[src/rtl/error_message_sequencer.sv]
// Glitch-filters error/warning flags, latches the system fault until acknowledged,
// and rotates the active conditions into one message code for the display drivers.
module error_message_sequencer #(
    parameter int FILTER_CYCLES = 16,
    parameter int DWELL_CYCLES  = 50_000_000
) (
    input  logic       clk,
    input  logic       rst,
    input  logic [5:0] err_flags,
    input  logic [5:0] warn_flags,
    input  logic       fault_ack,
    output logic [3:0] msg_code,
    output logic       msg_is_error,
    output logic       msg_new,
    output logic       critical_error,
    output logic [3:0] err_count,
    output logic [3:0] warn_count,
    output logic       alarm_led
);
    localparam int FC_W = (FILTER_CYCLES < 2) ? 1 : $clog2(FILTER_CYCLES);
    localparam int DW_W = $clog2(DWELL_CYCLES);
    localparam logic [FC_W-1:0] FILT_LAST  = FC_W'(FILTER_CYCLES - 1);
    localparam logic [DW_W-1:0] DWELL_LAST = DW_W'(DWELL_CYCLES - 1);
    localparam logic [DW_W-1:0] HALF_LAST  = DW_W'(DWELL_CYCLES / 2 - 1);

    typedef enum logic {IDLE, SHOW} state_t;

    function automatic logic [3:0] lowest_set(input logic [11:0] v);
        logic [3:0] res;
        res = 4'd0;
        for (int k = 11; k >= 0; k--) begin
            if (v[k]) res = 4'(k);
        end
        return res;
    endfunction

    // First active slot strictly above cur, wrapping; returns cur if it is the only one.
    function automatic logic [3:0] next_above(input logic [11:0] v, input logic [3:0] cur);
        logic [3:0] res;
        logic       found;
        logic [4:0] s;
        res   = cur;
        found = 1'b0;
        for (int k = 1; k < 12; k++) begin
            s = {1'b0, cur} + 5'(k);
            if (s >= 5'd12) s = s - 5'd12;
            if (!found && v[s[3:0]]) begin
                res   = s[3:0];
                found = 1'b1;
            end
        end
        return res;
    endfunction

    function automatic logic [3:0] popcount6(input logic [5:0] v);
        logic [3:0] n;
        n = 4'd0;
        for (int k = 0; k < 6; k++) n = n + {3'd0, v[k]};
        return n;
    endfunction

    logic [11:0]           raw;
    logic [11:0]           filt_q, filt_d;
    logic [11:0][FC_W-1:0] fcnt_q, fcnt_d;
    logic                  latch_q, latch_d;
    logic [11:0]           act;
    logic [5:0]            a_prev_q;
    logic [5:0]            rise;
    state_t                state_q, state_d;
    logic [3:0]            slot_q, slot_d;
    logic [DW_W-1:0]       dwell_q, dwell_d;
    logic [3:0]            code_d;
    logic                  msg_new_q;
    logic                  crit_q;
    logic [3:0]            err_cnt_q, warn_cnt_q;
    logic [DW_W-1:0]       half_q, half_d;
    logic                  led_q, led_d;

    assign raw = {warn_flags, err_flags};

    always_comb begin
        filt_d = filt_q;
        fcnt_d = fcnt_q;
        for (int i = 0; i < 12; i++) begin
            if (raw[i] == filt_q[i]) begin
                fcnt_d[i] = '0;
            end else if (fcnt_q[i] == FILT_LAST) begin
                filt_d[i] = raw[i];
                fcnt_d[i] = '0;
            end else begin
                fcnt_d[i] = fcnt_q[i] + 1'b1;
            end
        end
    end

    // Latch sets on the same edge the filtered bit rises, so a coincident ack loses.
    assign latch_d = filt_d[5] | (latch_q & ~(fault_ack & ~filt_q[5]));
    assign act     = {filt_q[11:6], latch_q, filt_q[4:0]};
    assign rise    = act[5:0] & ~a_prev_q;

    always_ff @(posedge clk) begin
        if (rst) begin
            state_q <= IDLE;
            slot_q  <= 4'd0;
            dwell_q <= '0;
        end else begin
            state_q <= state_d;
            slot_q  <= slot_d;
            dwell_q <= dwell_d;
        end
    end

    always_comb begin
        state_d = state_q;
        slot_d  = slot_q;
        dwell_d = '0;
        case (state_q)
            IDLE: begin
                if (act != 12'd0) begin
                    state_d = SHOW;
                    slot_d  = lowest_set(act);
                end
            end
            SHOW: begin
                if (act == 12'd0) begin
                    state_d = IDLE;
                end else if (!act[slot_q]) begin
                    slot_d = next_above(act, slot_q);
                end else if (slot_q >= 4'd6 && rise != 6'd0) begin
                    slot_d = lowest_set({6'd0, rise});
                end else if (dwell_q == DWELL_LAST) begin
                    slot_d = next_above(act, slot_q);
                end else begin
                    dwell_d = dwell_q + 1'b1;
                end
            end
            default: state_d = IDLE;
        endcase
    end

    always_comb begin
        msg_code     = (state_q == SHOW) ? slot_q + 4'd1 : 4'd0;
        code_d       = (state_d == SHOW) ? slot_d + 4'd1 : 4'd0;
        msg_is_error = (msg_code != 4'd0) && (msg_code <= 4'd6);
    end

    always_comb begin
        half_d = '0;
        led_d  = 1'b0;
        if (crit_q) begin
            if (half_q == HALF_LAST) begin
                led_d = ~led_q;
            end else begin
                half_d = half_q + 1'b1;
                led_d  = led_q;
            end
        end
    end

    always_ff @(posedge clk) begin
        if (rst) begin
            filt_q     <= '0;
            fcnt_q     <= '0;
            latch_q    <= 1'b0;
            a_prev_q   <= '0;
            msg_new_q  <= 1'b0;
            crit_q     <= 1'b0;
            err_cnt_q  <= 4'd0;
            warn_cnt_q <= 4'd0;
            half_q     <= '0;
            led_q      <= 1'b0;
        end else begin
            filt_q     <= filt_d;
            fcnt_q     <= fcnt_d;
            latch_q    <= latch_d;
            a_prev_q   <= act[5:0];
            msg_new_q  <= (code_d != msg_code);
            crit_q     <= |act[5:0];
            err_cnt_q  <= popcount6(act[5:0]);
            warn_cnt_q <= popcount6(act[11:6]);
            half_q     <= half_d;
            led_q      <= led_d;
        end
    end

    assign msg_new        = msg_new_q;
    assign critical_error = crit_q;
    assign err_count      = err_cnt_q;
    assign warn_count     = warn_cnt_q;
    assign alarm_led      = led_q;
endmodule

[config.mk]
export PLATFORM = sky130hd
export DESIGN_NAME = error_message_sequencer
export DESIGN_NICKNAME = d
export VERILOG_FILES = /design/src/rtl/error_message_sequencer.sv
export SDC_FILE = /design/constraint.sdc
export NUM_CORES = 1
export LEC_CHECK = 0
export CORE_ASPECT_RATIO = 0.7
export CORE_MARGIN = 2
export CORE_UTILIZATION = 60
export DETAILED_ROUTE_END_ITERATION = 16
export GPL_ROUTABILITY_DRIVEN = 1
export PLACE_DENSITY = 0.78
export RECOVER_POWER = 50
export SETUP_SLACK_MARGIN = 0.02
export SKIP_CTS_REPAIR_TIMING = 1
export SLEW_MARGIN = 15
export SYNTH_ARGS = -nofsm -noshare
export SYNTH_HDL_FRONTEND = slang
export SYNTH_SLANG_ARGS = --single-unit
[constraint.sdc]
create_clock -name clk -period 16.1 [get_ports clk]
set_clock_uncertainty 0.15 [all_clocks]
set_input_delay 2.415 -clock clk [delete_from_list [all_inputs] [get_ports clk]]
set_output_delay 2.415 -clock clk [all_outputs]
set_load 0.01 [all_outputs]
==> results of run 1 <==
-- final cells by class --
| class | count | area, um^2 | share of cell area |
|---|---|---|---|
| clock buffer | 18 | 439 | 0.0468 |
| clock inverter | 14 | 143 | 0.0152 |
| inverter | 54 | 203 | 0.0216 |
| multi-input combinational | 797 | 5370 | 0.573 |
| sequential | 133 | 2660 | 0.284 |
| tap | 190 | 238 | 0.0254 |
| timing repair buffer | 34 | 317 | 0.0338 |
-- power by group through the flow --
| stage | sequential (mW) | combinational, mW | clock [mW] |
|---|---|---|---|
| 2_1_floorplan | 0.341 | 0.00923 | 0 |
| 3_3_place_gp | 0.341 | 0.0147 | 0 |
| 3_5_place_dp | 0.341 | 0.0150 | 0 |
| 4_1_cts | 0.334 | 0.0153 | 0.388 |
| 5_1_grt | 0.334 | 0.0171 | 0.403 |
| 6_report | 0.334 | 0.0150 | 0.382 |
-- routing by layer --
layer  wire length [um]  global-route usage  vias to the layer above
li1                   -                   -                     3617
met1               9790               0.397                     3362
met2               8200               0.406                      307
met3               1830              0.0816                       29
met4                302              0.0679                        0
met5                  0                   0                        -
-- worst max-delay path, delay by kind of cell (launching register included) --
family	cells	cell delay, ns
xor gates and xnor gates	1	0.35
DFF	1	0.45
and+or+nand+nor	6	1.26
muxes	3	0.55
buffers and inverters	3	0.84
adders and majority gates	3	0.88
AOI/OAI and AO/OA	6	1.75
-- how the worst max path moves through the flow --
stage | from | endpoint | slack, ns | depth (start not counted)
6_report | slot_q[0] | msg_new | 9.64 | 22
5_1_grt | slot_q[0] | msg_new | 9.22 | 22
4_1_cts | slot_q[0] | msg_new | 9.85 | 22
3_5_place_dp | slot_q[0] | msg_new | 9.86 | 22
3_3_place_gp | slot_q[0] | msg_new | 10.04 | 22
2_1_floorplan | slot_q[0] | msg_new | 10.16 | 26
-- cells in the final DEF, fill, tap and decap left out, types with 7 or more instances in the layout --
cell type / n
a211o_1: 7
a211oi_1: 7
a21oi_1: 36
a31oi_1: 7
and2_1: 16
and3_1: 19
clkbuf_16: 17
clkdlybuf4s50_1: 27
dfxtp_1: 133
ha_1: 39
inv_1: 50
mux2i_1: 16
mux4_2: 12
nand2_1: 50
nand2b_1: 24
nand3_1: 60
nand4_1: 17
nor2_1: 174
nor2b_1: 18
nor3_1: 27
nor4_1: 11
o21ai_0: 25
or2_2: 8
or3_1: 11
xnor2_1: 43
xor2_1: 54
-- registers in the layout (all words and copies together), names as in the netlist --
signal          flops
half_q             26
warn_count          3
err_count           3
alarm_led           1
fcnt_q             48
state_q             1
msg_new             1
filt_q             12
latch_q             1
a_prev_q            6
slot_q              4
critical_error      1
dwell_q            26
-- stage by stage --
stage | instances | utilization
after floorplan | 1028 | -
after global placement | 1208 | 0.636
after detailed placement | 1208 | 0.636
after CTS | 1240 | 0.678
after global routing | 1240 | 0.678
final | 1240 | 0.678
-- logic make-up (layout without fill, tap and decap cells) --
logic type,after synthesis,count (layout)
buffers and inverters,98,120
and+or+nand+nor,467,467
AOI/OAI and AO/OA,157,157
xor gates and xnor gates,98,98
DFF,133,133
adders and majority gates,45,45
other,1,2
muxes,28,28
==> summary.txt, run 1 <==
Outcome
  • Run status: finished, violations left
  • Failing checks: capacitance limit, slew limit

Pwr
  • Clock Power Share: 0.523
  • Sw frac: 0.234
  • Internal power: between 0.5 and 0.6 mW
  • Design Power: roughly 0.73 mW
  • Pleak: approximately 3.7 nW
  • PD cells: ~80 mW/mm^2
  • IR drop worst, VDD: around 0.000067 V
  • Sw Pwr: roughly 0.17 mW
  • Share of power burned in registers: 0.457
  • Comb pwr share: 0.021

Min path
  • Hold Crit Depth: 1
  • Worst Hold Class: flip-flop to flip-flop
  • Hold endpoint: fcnt_q[0]
  • Hold Startpoint: fcnt_q[0]

Logic synthesis
  • Post-synthesis average cell area: 8.22 um^2
  • Mapped cell area: around 0.0084 mm^2
  • Post-synthesis sequential area ratio: 0.316
  • Top-count cell post-synth: nor2_1
  • Post-synth EDFFs: 0
  • Main combinational cell family by area after synthesis: simple AND/OR/NAND/NOR gates
  • Post-synth top cells: 174 x nor2_1, 133 x dfxtp_1, 60 x nand3_1
  • Yosys cell types: between 80 and 90
  • XOR/XNOR Fraction of Synth Area: 0.103
  • Simple-gate portion of the synthesized area: 0.278
  • Top cell type's share of synthesized area: 0.316
  • Number of synthesized register bits: ~130
  • Dominant synthesized flop cell: dfxtp_1
  • Post-synthesis async set-or-reset flop share: 0
  • Leading area contributor after synthesis: dfxtp_1
  • Top cells by area, synth: dfxtp_1 32%, nor2_1 7.7%, ha_1 5.8%
  • Multiplexer share of the synthesized area: 0.0510
  • Post-Synthesis Cells: 1,027
  • Warnings from Yosys: 0
  • Post-Synth Adder-Cell Area: 0.0721
  • Compound-gate portion of the synthesized area: 0.132

Worst setup path
  • Worst setup EP type: flip-flop
  • Critical path class: flip-flop to flip-flop
  • Max FO, Critical Path: 28
  • Crit-path max cell delay: between 0.5 and 0.6 ns
  • Reg-to-reg startpoint: slot_q[0]
  • Crit path required time: roughly 16 ns
  • Worst Reg-to-Reg Cells: 22
  • Register-to-register setup slack: between 9 and 10 ns
  • R2r endpoint: msg_new
  • Crit path max-delay cell type: a211oi_1
  • Sequence of cells on the critical path: buf_4 > inv_1 > ha_1 > xor2_1 > inv_2 > ha_1 > and2_1 > or4_1 > mux2i_1 > mux2i_1 > a211oi_1 > o21ai_0 > o211a_1 > o221a_2 > or2_2 > ha_1 > nor2_1 > nand3_1 > mux2i_1 > nor4_1 > a211oi_1 > a41oi_2
  • WP data arrival: approximately 6.5 ns
  • Startpoint type of the worst setup path: flip-flop

Detailed routing
  • Initial DRC count: between 600 and 700
  • Final ANT Viol Nets: 0
  • Wirelength, routed: around 20,000 um
  • Routed vias: ~7,300
  • DRT Pass-1 Iters: 5
  • Routed length per instance: 16.2 um
  • Remaining DRCs: 0
  • Via density: 5.90

Placed design
  • Port buffer count: 28
  • Dpl hpwl: 14,100 um
  • GP Congestion: roughly 1.0
  • Cell area after placement: slightly below 0.009 mm^2
  • Post-place setup slack: 9.86 ns

Floorplanning
  • Row cnt: 36
  • Die X: about 150 um
  • IO Count: 31
  • Core Footprint: between 0.01 and 0.015 mm^2
  • Initial core utilization: 0.610
  • Die area: 0.0150 mm^2
  • Die Y: roughly 100 um

Layout
  • Fin area: 0.00938 mm^2
  • Inserted Diodes: 0
  • Share of layout cells above drive strength 1: 0.0714
  • Fillers: 1,131
  • Layout area overhead: 11.1%
  • Layout Nets: ~1,100

Clock network
  • Root Driver: clkbuf_16
  • Sinks on Clock Net: approximately 130
  • Clock-pin slew on the worst setup and hold paths: ~0.060 ns
  • Cts bufs inserted: 17
  • H-tree lvl count: 4
  • CTS tree: done
  • Latest clock arrival within the worst-skew pair: 0.42 ns
  • CTS Buffer Depth: 2

Timing
  • Least-Margin Pin Slew: 2.06 ns
  • Rel. slew slack: -0.374
  • Maximum achievable frequency: about 150 MHz
  • Hold Fails Final Rpt: 0
  • Tmin final: between 6 and 7 ns
  • Fin crit share: 0.402
  • Unrepaired setup endpoints after global routing: false
  • Endpoints failing setup: 0
  • Setup_tns: 0 ns
  • Final Worst Setup Slack: roughly 9.6 ns
  • Pins Over Slew Limit: 48
  • Hold_ws: about 0.30 ns

Global route
  • Gr ovfl total: 0
  • First-pass GRT wire length: between 30,000 and 40,000 um
  • Vias in the first global route: ~6,700
  • Initial antenna violation count: 0
  • Largest net degree at the start of global routing: between 40 and 50
  • Total track usage: 0.275

Flow run
  • Max-cap check violation count: 1
(Power assumes the default switching activity.)
==> run 2: changes to the inputs <==
==> constraint.sdc (replaced) <==
create_clock -name clk -period 6.3 [get_ports clk]
set_clock_uncertainty 0.15 [all_clocks]
set_input_delay 0.945 -clock clk [delete_from_list [all_inputs] [get_ports clk]]
set_output_delay 0.945 -clock clk [all_outputs]
set_load 0.01 [all_outputs]
==> run 2 against run 1 <==
The run now ends clean. First-iteration DRC count fell by 1.5%. Design area decreased by 0.23%. Worst hold slack hardly changed. Die area unchanged. Clock-buffer cell count stayed put. Via count increased by 0.56%. Setup slack worse by 9.3 ns. Sequential power rose to 2.6 times the previous value. Critical path type unchanged. Critical endpoint unchanged. Largest power group unchanged.
==> summary.txt, run 2 (same netlist as run 1, synthesis figures left out) <==
Worst setup path
  • Critical path class: flip-flop to flip-flop (unchanged)
  • WP data arrival: 6.04 ns (was 6.51 ns)
  • Max FO, Critical Path: 9 (was 28)
  • Register-to-register setup slack: 0.36 ns (was 9.64 ns)
  • Worst setup EP type: flip-flop (unchanged)
  • Worst Reg-to-Reg Cells: 21 (was 22)
  • Crit path required time: 6.40 ns (was 16.14 ns)
  • Startpoint type of the worst setup path: flip-flop (unchanged)

Layout
  • Layout Nets: 1,101 (was 1,097)
  • Layout area overhead: 10.9% (was 11.1%)
  • Most common cell after layout, fill and taps aside: nor2_1 (unchanged)
  • Share of layout cells above drive strength 1: 0.0722 (was 0.0714)
  • Top flop regs: fcnt_q x48, dwell_q x26, half_q x26 (unchanged)
  • Fin area: 0.00935 mm^2 (was 0.00938 mm^2)
  • Fin util: 0.676 (was 0.678)
  • Inserted Diodes: 0 (unchanged)
  • Most frequent cells in the layout: 174 x nor2_1, 133 x dfxtp_1, 60 x nand3_1 (unchanged)
  • Most flops, register: fcnt_q (unchanged)
  • Number of flip-flops under the largest register name: 48 (unchanged)
  • Fillers: 1,089 (was 1,131)

Timing
  • Fin crit share: 0.942 (was 0.402)
  • Endpoints failing setup: 0 (unchanged)
  • Setup_tns: 0 ns (unchanged)
  • Least-Margin Pin Slew: 1.23 ns (was 2.06 ns)
  • Maximum achievable frequency: 168 MHz (was 155 MHz)
  • Tmin final: 5.94 ns (was 6.46 ns)
  • Hold_ws: 0.295 ns (about the same)
  • Unrepaired setup endpoints after global routing: false (unchanged)
  • Hold Fails Final Rpt: 0 (unchanged)
  • Pins Over Slew Limit: 0 (was 48)
  • Rel. slew slack: 0.181 (was -0.374)

Clock network
  • Clock-pin slew on the worst setup and hold paths: 0.07 ns (was 0.06 ns)
  • Cts bufs inserted: 17 (unchanged)
  • CTS tree: done (unchanged)
  • Latest clock arrival within the worst-skew pair: 0.41 ns (was 0.42 ns)
  • H-tree lvl count: 4 (unchanged)
  • CTS Buffer Depth: 2 (unchanged)
  • Sinks on Clock Net: 133 (unchanged)
  • Root Driver: clkbuf_16 (unchanged)

Pwr
  • Share of power burned in registers: 0.477 (was 0.457)
  • PD cells: 191 mW/mm^2 (was 78.0 mW/mm^2)
  • Clock Power Share: 0.501 (was 0.523)
  • Pleak: 3.67 nW (was 3.66 nW)
  • Comb pwr share: 0.022 (was 0.021)
  • Internal power: 1.37 mW (was 0.560 mW)
  • Sw frac: 0.232 (was 0.234)
  • Sw Pwr: 0.415 mW (was 0.171 mW)
  • IR drop worst, VDD: 0.000183 V (was 0.0000670 V)

Global route
  • Gr ovfl total: 0 (unchanged)
  • Total track usage: 0.277 (was 0.275)
  • Largest net degree at the start of global routing: 35 (was 48)
  • Vias in the first global route: 6,731 (was 6,720)
  • Initial antenna violation count: 0 (unchanged)
  • First-pass GRT wire length: 33,600 um (was 33,400 um)

Placed design
  • Dpl hpwl: 14,700 um (was 14,100 um)
  • Cell area after placement: 0.00883 mm^2 (was 0.00880 mm^2)
  • Port buffer count: 28 (unchanged)
  • GP Congestion: 0.988 (was 1.01)

Detailed routing
  • DRT Pass-1 Iters: 5 (unchanged)
  • Routed vias: 7,356 (was 7,315)
  • Initial DRC count: 605 (was 614)
  • Final ANT Viol Nets: 0 (unchanged)
  • Wirelength, routed: 20,400 um (was 20,100 um)
  • Routed length per instance: 16.4 um (was 16.2 um)
  • Remaining DRCs: 0 (unchanged)
  • Via density: 5.92 (was 5.90)

Floorplanning
  • Die Y: 103 um (unchanged)
  • Core Footprint: 0.0138 mm^2 (unchanged)
  • IO Count: 31 (unchanged)
  • Die X: 146 um (unchanged)
  • Die area: 0.0150 mm^2 (unchanged)
  • Row cnt: 36 (unchanged)
  • Initial core utilization: 0.610 (unchanged)

Min path
  • Worst Hold Class: flip-flop to flip-flop (unchanged)
  • Hold Crit Depth: 1 (unchanged)

Outcome
  • Run status: completed (was finished, violations left)

Flow run
  • Max-cap check violation count: 0 (was 1)
run 2: cell count changes in the layout (fill, tap and decap cells not counted), moves of 2 or more:
cell,delta
inv_8,-2
dlygate4sd3_1,+5
clkdlybuf4s50_1,-5
clkinv_4,+2
clkinvlp_4,-2
clkinv_2,+2
buf_4,+4
clkbuf_1,+2
run 2: critical path, cell delays in order, from the launching register on:
cell	delay, ns
dfxtp_1	0.49
buf_4	0.24
ha_1	0.36
a21oi_1	0.11
xnor2_1	0.45
inv_1	0.12
ha_1	0.21
a22oi_1	0.41
a211o_1	0.21
a32o_1	0.37
and4_1	0.40
nand4_4	0.21
o211a_1	0.31
o221a_2	0.25
or2_2	0.29
ha_1	0.32
nor2_1	0.16
nand3_1	0.09
mux2i_1	0.16
nor4_1	0.07
a211oi_1	0.26
a41oi_2	0.14
run 2: layer usage:
metal / GRT usage / share of wire / vias to the layer above
met5: 0 / 0 / -
met4: 0.0596 / 0.0061 / 0
met3: 0.0654 / 0.087 / 14
met2: 0.418 / 0.41 / 264
met1: 0.405 / 0.49 / 3457
li1: - / - / 3621
run 2: path summary, 6_finish.rpt:
| path | to | start |
|---|---|---|
| hold / removal | fcnt_q[0] | fcnt_q[0] |
| hold reg to reg | fcnt_q[0] | fcnt_q[0] |
| setup reg to reg | msg_new | slot_q[2] |
| setup / recovery | msg_new | slot_q[2] |
run 2: cell type report:
cell class	count	area, um^2	area share
timing repair buffer	38	345	0.0369
clock buffer	18	429	0.0459
inverter	54	203	0.0217
tap	190	238	0.0254
sequential	133	2660	0.285
multi-input combinational	797	5370	0.575
clock inverter	13	103	0.0110
run 2: through the flow:
step                      setup WS (ns)  power, mW  std cells
after detailed placement          0.404      0.911       1212
after global placement            0.594      0.910       1212
after global routing             0.0492       1.85       1243
after floorplan                   0.358      0.895       1028
final                             0.363       1.79       1243
after CTS                         0.374       1.80       1243
run 2: power groups by stage:
stage,logic [mW],clock network (mW),registers [mW]
2_1_floorplan,0.0236,0,0.871
3_3_place_gp,0.0375,0,0.872
3_5_place_dp,0.0386,0,0.873
4_1_cts,0.0396,0.908,0.854
5_1_grt,0.0437,0.948,0.855
6_report,0.0386,0.896,0.854
==> run 3: changes to the inputs <==
--- a/config.mk
+++ b/config.mk
@@ -8,10 +8,12 @@
 export CORE_ASPECT_RATIO = 0.7
 export CORE_MARGIN = 2
 export CORE_UTILIZATION = 60
+export CTS_BUF_LIST = sky130_fd_sc_hd__clkbuf_8
 export DETAILED_ROUTE_END_ITERATION = 16
 export GPL_ROUTABILITY_DRIVEN = 1
 export PLACE_DENSITY = 0.78
 export RECOVER_POWER = 50
+export REMOVE_ABC_BUFFERS = 1
 export SETUP_SLACK_MARGIN = 0.02
 export SKIP_CTS_REPAIR_TIMING = 1
 export SLEW_MARGIN = 15
==> run 3 against run 2 <==
Sequential cell count is the same. Setup slack gained 0.022 ns. Core utilization shrank 1.1 points.
==> summary.txt, run 3 (same netlist as run 1, synthesis figures left out) <==
Detailed routing
  • Wirelength, routed: 19,300 um (was 20,400 um)
  • DRT Pass-1 Iters: 7 (was 5)
  • Via density: 5.86 (was 5.92)
  • Routed vias: 7,288 (was 7,356)
  • Routed length per instance: 15.5 um (was 16.4 um)
  • Initial DRC count: 513 (was 605)
  • Remaining DRCs: 0 (unchanged)
  • Final ANT Viol Nets: 0 (unchanged)

Floorplanning
  • Die Y: 103 um (unchanged)
  • Row cnt: 36 (unchanged)
  • Die X: 146 um (unchanged)
  • Die area: 0.0150 mm^2 (unchanged)
  • IO Count: 31 (unchanged)
  • Core Footprint: 0.0138 mm^2 (unchanged)
  • Initial core utilization: 0.610 (unchanged)

Pwr
  • Sw Pwr: 0.353 mW (was 0.415 mW)
  • Design Power: 1.57 mW (was 1.79 mW)
  • Internal power: 1.21 mW (was 1.37 mW)
  • Share of power burned in registers: 0.545 (was 0.477)
  • Pleak: 3.61 nW (was 3.67 nW)
  • PD cells: 170 mW/mm^2 (was 191 mW/mm^2)
  • Clock Power Share: 0.431 (was 0.501)
  • Comb pwr share: 0.024 (was 0.022)
  • IR drop worst, VDD: 0.000127 V (was 0.000183 V)
  • Sw frac: 0.225 (was 0.232)

Global route
  • Met3 usage: 0.0750 (was 0.0654)
  • Met2 Use GR: 0.390 (was 0.418)
  • First-pass GRT wire length: 32,100 um (was 33,600 um)
  • Gr ovfl total: 0 (unchanged)
  • M1 GR Usage: 0.391 (was 0.405)
  • Total track usage: 0.264 (was 0.277)
  • Largest net degree at the start of global routing: 35 (unchanged)
  • Initial antenna violation count: 0 (unchanged)
  • Vias in the first global route: 6,555 (was 6,731)
  • Most Crowded Layer GR: met1 (was met2)

Layout
  • Share of layout cells above drive strength 1: 0.0750 (was 0.0722)
  • Inserted Diodes: 0 (unchanged)
  • Most flops, register: fcnt_q (unchanged)
  • Most frequent cells in the layout: 174 x nor2_1, 132 x dfxtp_1, 60 x nand3_1 (was 174 x nor2_1, 133 x dfxtp_1, 60 x nand3_1)
  • Top flop regs: fcnt_q x48, dwell_q x26, half_q x26 (unchanged)
  • Fillers: 1,178 (was 1,089)
  • Most common cell after layout, fill and taps aside: nor2_1 (unchanged)
  • Layout area overhead: 9.09% (was 10.9%)
  • Fin util: 0.666 (was 0.676)
  • Number of flip-flops under the largest register name: 48 (unchanged)
  • Layout Nets: 1,101 (unchanged)

Clock network
  • Latest clock arrival within the worst-skew pair: 0.42 ns (was 0.41 ns)
  • CTS Buffer Depth: 2 (unchanged)
  • Root Driver: clkbuf_8 (was clkbuf_16)
  • H-tree lvl count: 4 (unchanged)
  • CTS tree: done (unchanged)
  • Cts bufs inserted: 17 (unchanged)
  • Clock-pin slew on the worst setup and hold paths: 0.08 ns (was 0.07 ns)
  • Sinks on Clock Net: 133 (unchanged)

Timing
  • Hold Fails Final Rpt: 0 (unchanged)
  • Final Worst Setup Slack: 0.385 ns (was 0.363 ns)
  • Least-Margin Pin Slew: 1.31 ns (was 1.23 ns)
  • Setup_tns: 0 ns (unchanged)
  • Fin crit share: 0.939 (was 0.942)
  • Pins Over Slew Limit: 0 (unchanged)
  • Endpoints failing setup: 0 (unchanged)
  • Rel. slew slack: 0.128 (was 0.181)
  • Maximum achievable frequency: 169 MHz (was 168 MHz)
  • Unrepaired setup endpoints after global routing: false (unchanged)
  • Tmin final: 5.91 ns (was 5.94 ns)

Placed design
  • Post-place setup slack: 0.366 ns (was 0.404 ns)
  • GP Congestion: 1.05 (was 0.988)
  • Port buffer count: 28 (unchanged)
  • Dpl hpwl: 14,400 um (was 14,700 um)

Worst setup path
  • Max FO, Critical Path: 9 (unchanged)
  • Crit path required time: 6.45 ns (was 6.40 ns)
  • Worst Reg-to-Reg Cells: 22 (was 21)
  • WP data arrival: 6.07 ns (was 6.04 ns)
  • Startpoint type of the worst setup path: flip-flop (unchanged)
  • Worst setup EP type: flip-flop (unchanged)
  • Critical path class: flip-flop to flip-flop (unchanged)

Flow run
  • Max-cap check violation count: 0 (unchanged)

Min path
  • Hold Crit Depth: 1 (unchanged)
  • Worst Hold Class: flip-flop to flip-flop (unchanged)

Outcome
  • Run status: completed (unchanged)
-- run 3: power groups by stage --
stage               Clock (mW)  Sequential [mW]  Combinational (mW)
finish                   0.674            0.853              0.0381
global route             0.732            0.854              0.0437
CTS                      0.691            0.853              0.0386
detailed placement           0            0.873              0.0383
global placement             0            0.872              0.0372
floorplan                    0            0.871              0.0193
-- run 3: stage by stage --
| step | area [um^2] | hold slack, ns | instances |
|---|---|---|---|
| after CTS | 9200 | 0.301 | 1243 |
| final | 9210 | 0.296 | 1243 |
| after global routing | 9210 | 0.314 | 1243 |
| after global placement | 8830 | 0.277 | 1212 |
| after detailed placement | 8830 | 0.287 | 1212 |
| after floorplan | 8240 | 0.268 | 984 |
-- run 3: area by class of cell --
type / count / area, um^2 / area share
timing repair buffer: 38 / 349 / 0.0379
sequential: 133 / 2660 / 0.289
inverter: 54 / 203 / 0.0220
clock buffer: 17 / 234 / 0.0254
clock inverter: 14 / 139 / 0.0151
multi-input combinational: 797 / 5380 / 0.584
tap: 190 / 238 / 0.0258
-- run 3: per-layer routing --
| layer | share of wire | wire length, um |
|---|---|---|
| met5 | 0 | 0 |
| met4 | 0.0033 | 63 |
| met1 | 0.50 | 9670 |
| met2 | 0.41 | 7850 |
| met3 | 0.090 | 1740 |
-- run 3: critical path, cell delays in order (launching register included) --
cell and delay, ns:
dfxtp_1 0.47, buf_4 0.22, ha_1 0.36, a21boi_1 0.18
nor2_1 0.19, inv_1 0.10, ha_1 0.20, a22o_1 0.22
o311a_1 0.29, a211o_1 0.32, a22oi_4 0.36, and4_1 0.44
nand4_4 0.22, o211a_1 0.31, o221a_2 0.25, or2_2 0.29
ha_1 0.33, nor2_1 0.15, nand3_1 0.09, mux2i_1 0.16
nor4_1 0.07, a211oi_1 0.29, a41oi_2 0.15
-- run 3: final timing paths --
| path | startpoint | slack [ns] | to |
|---|---|---|---|
| worst max register to register | slot_q[2] | 0.39 | msg_new |
| worst min-delay path | fcnt_q[4] | 0.30 | fcnt_q[4] |
| worst max-delay path | slot_q[2] | 0.39 | msg_new |
| worst min register to register | fcnt_q[4] | 0.30 | fcnt_q[4] |
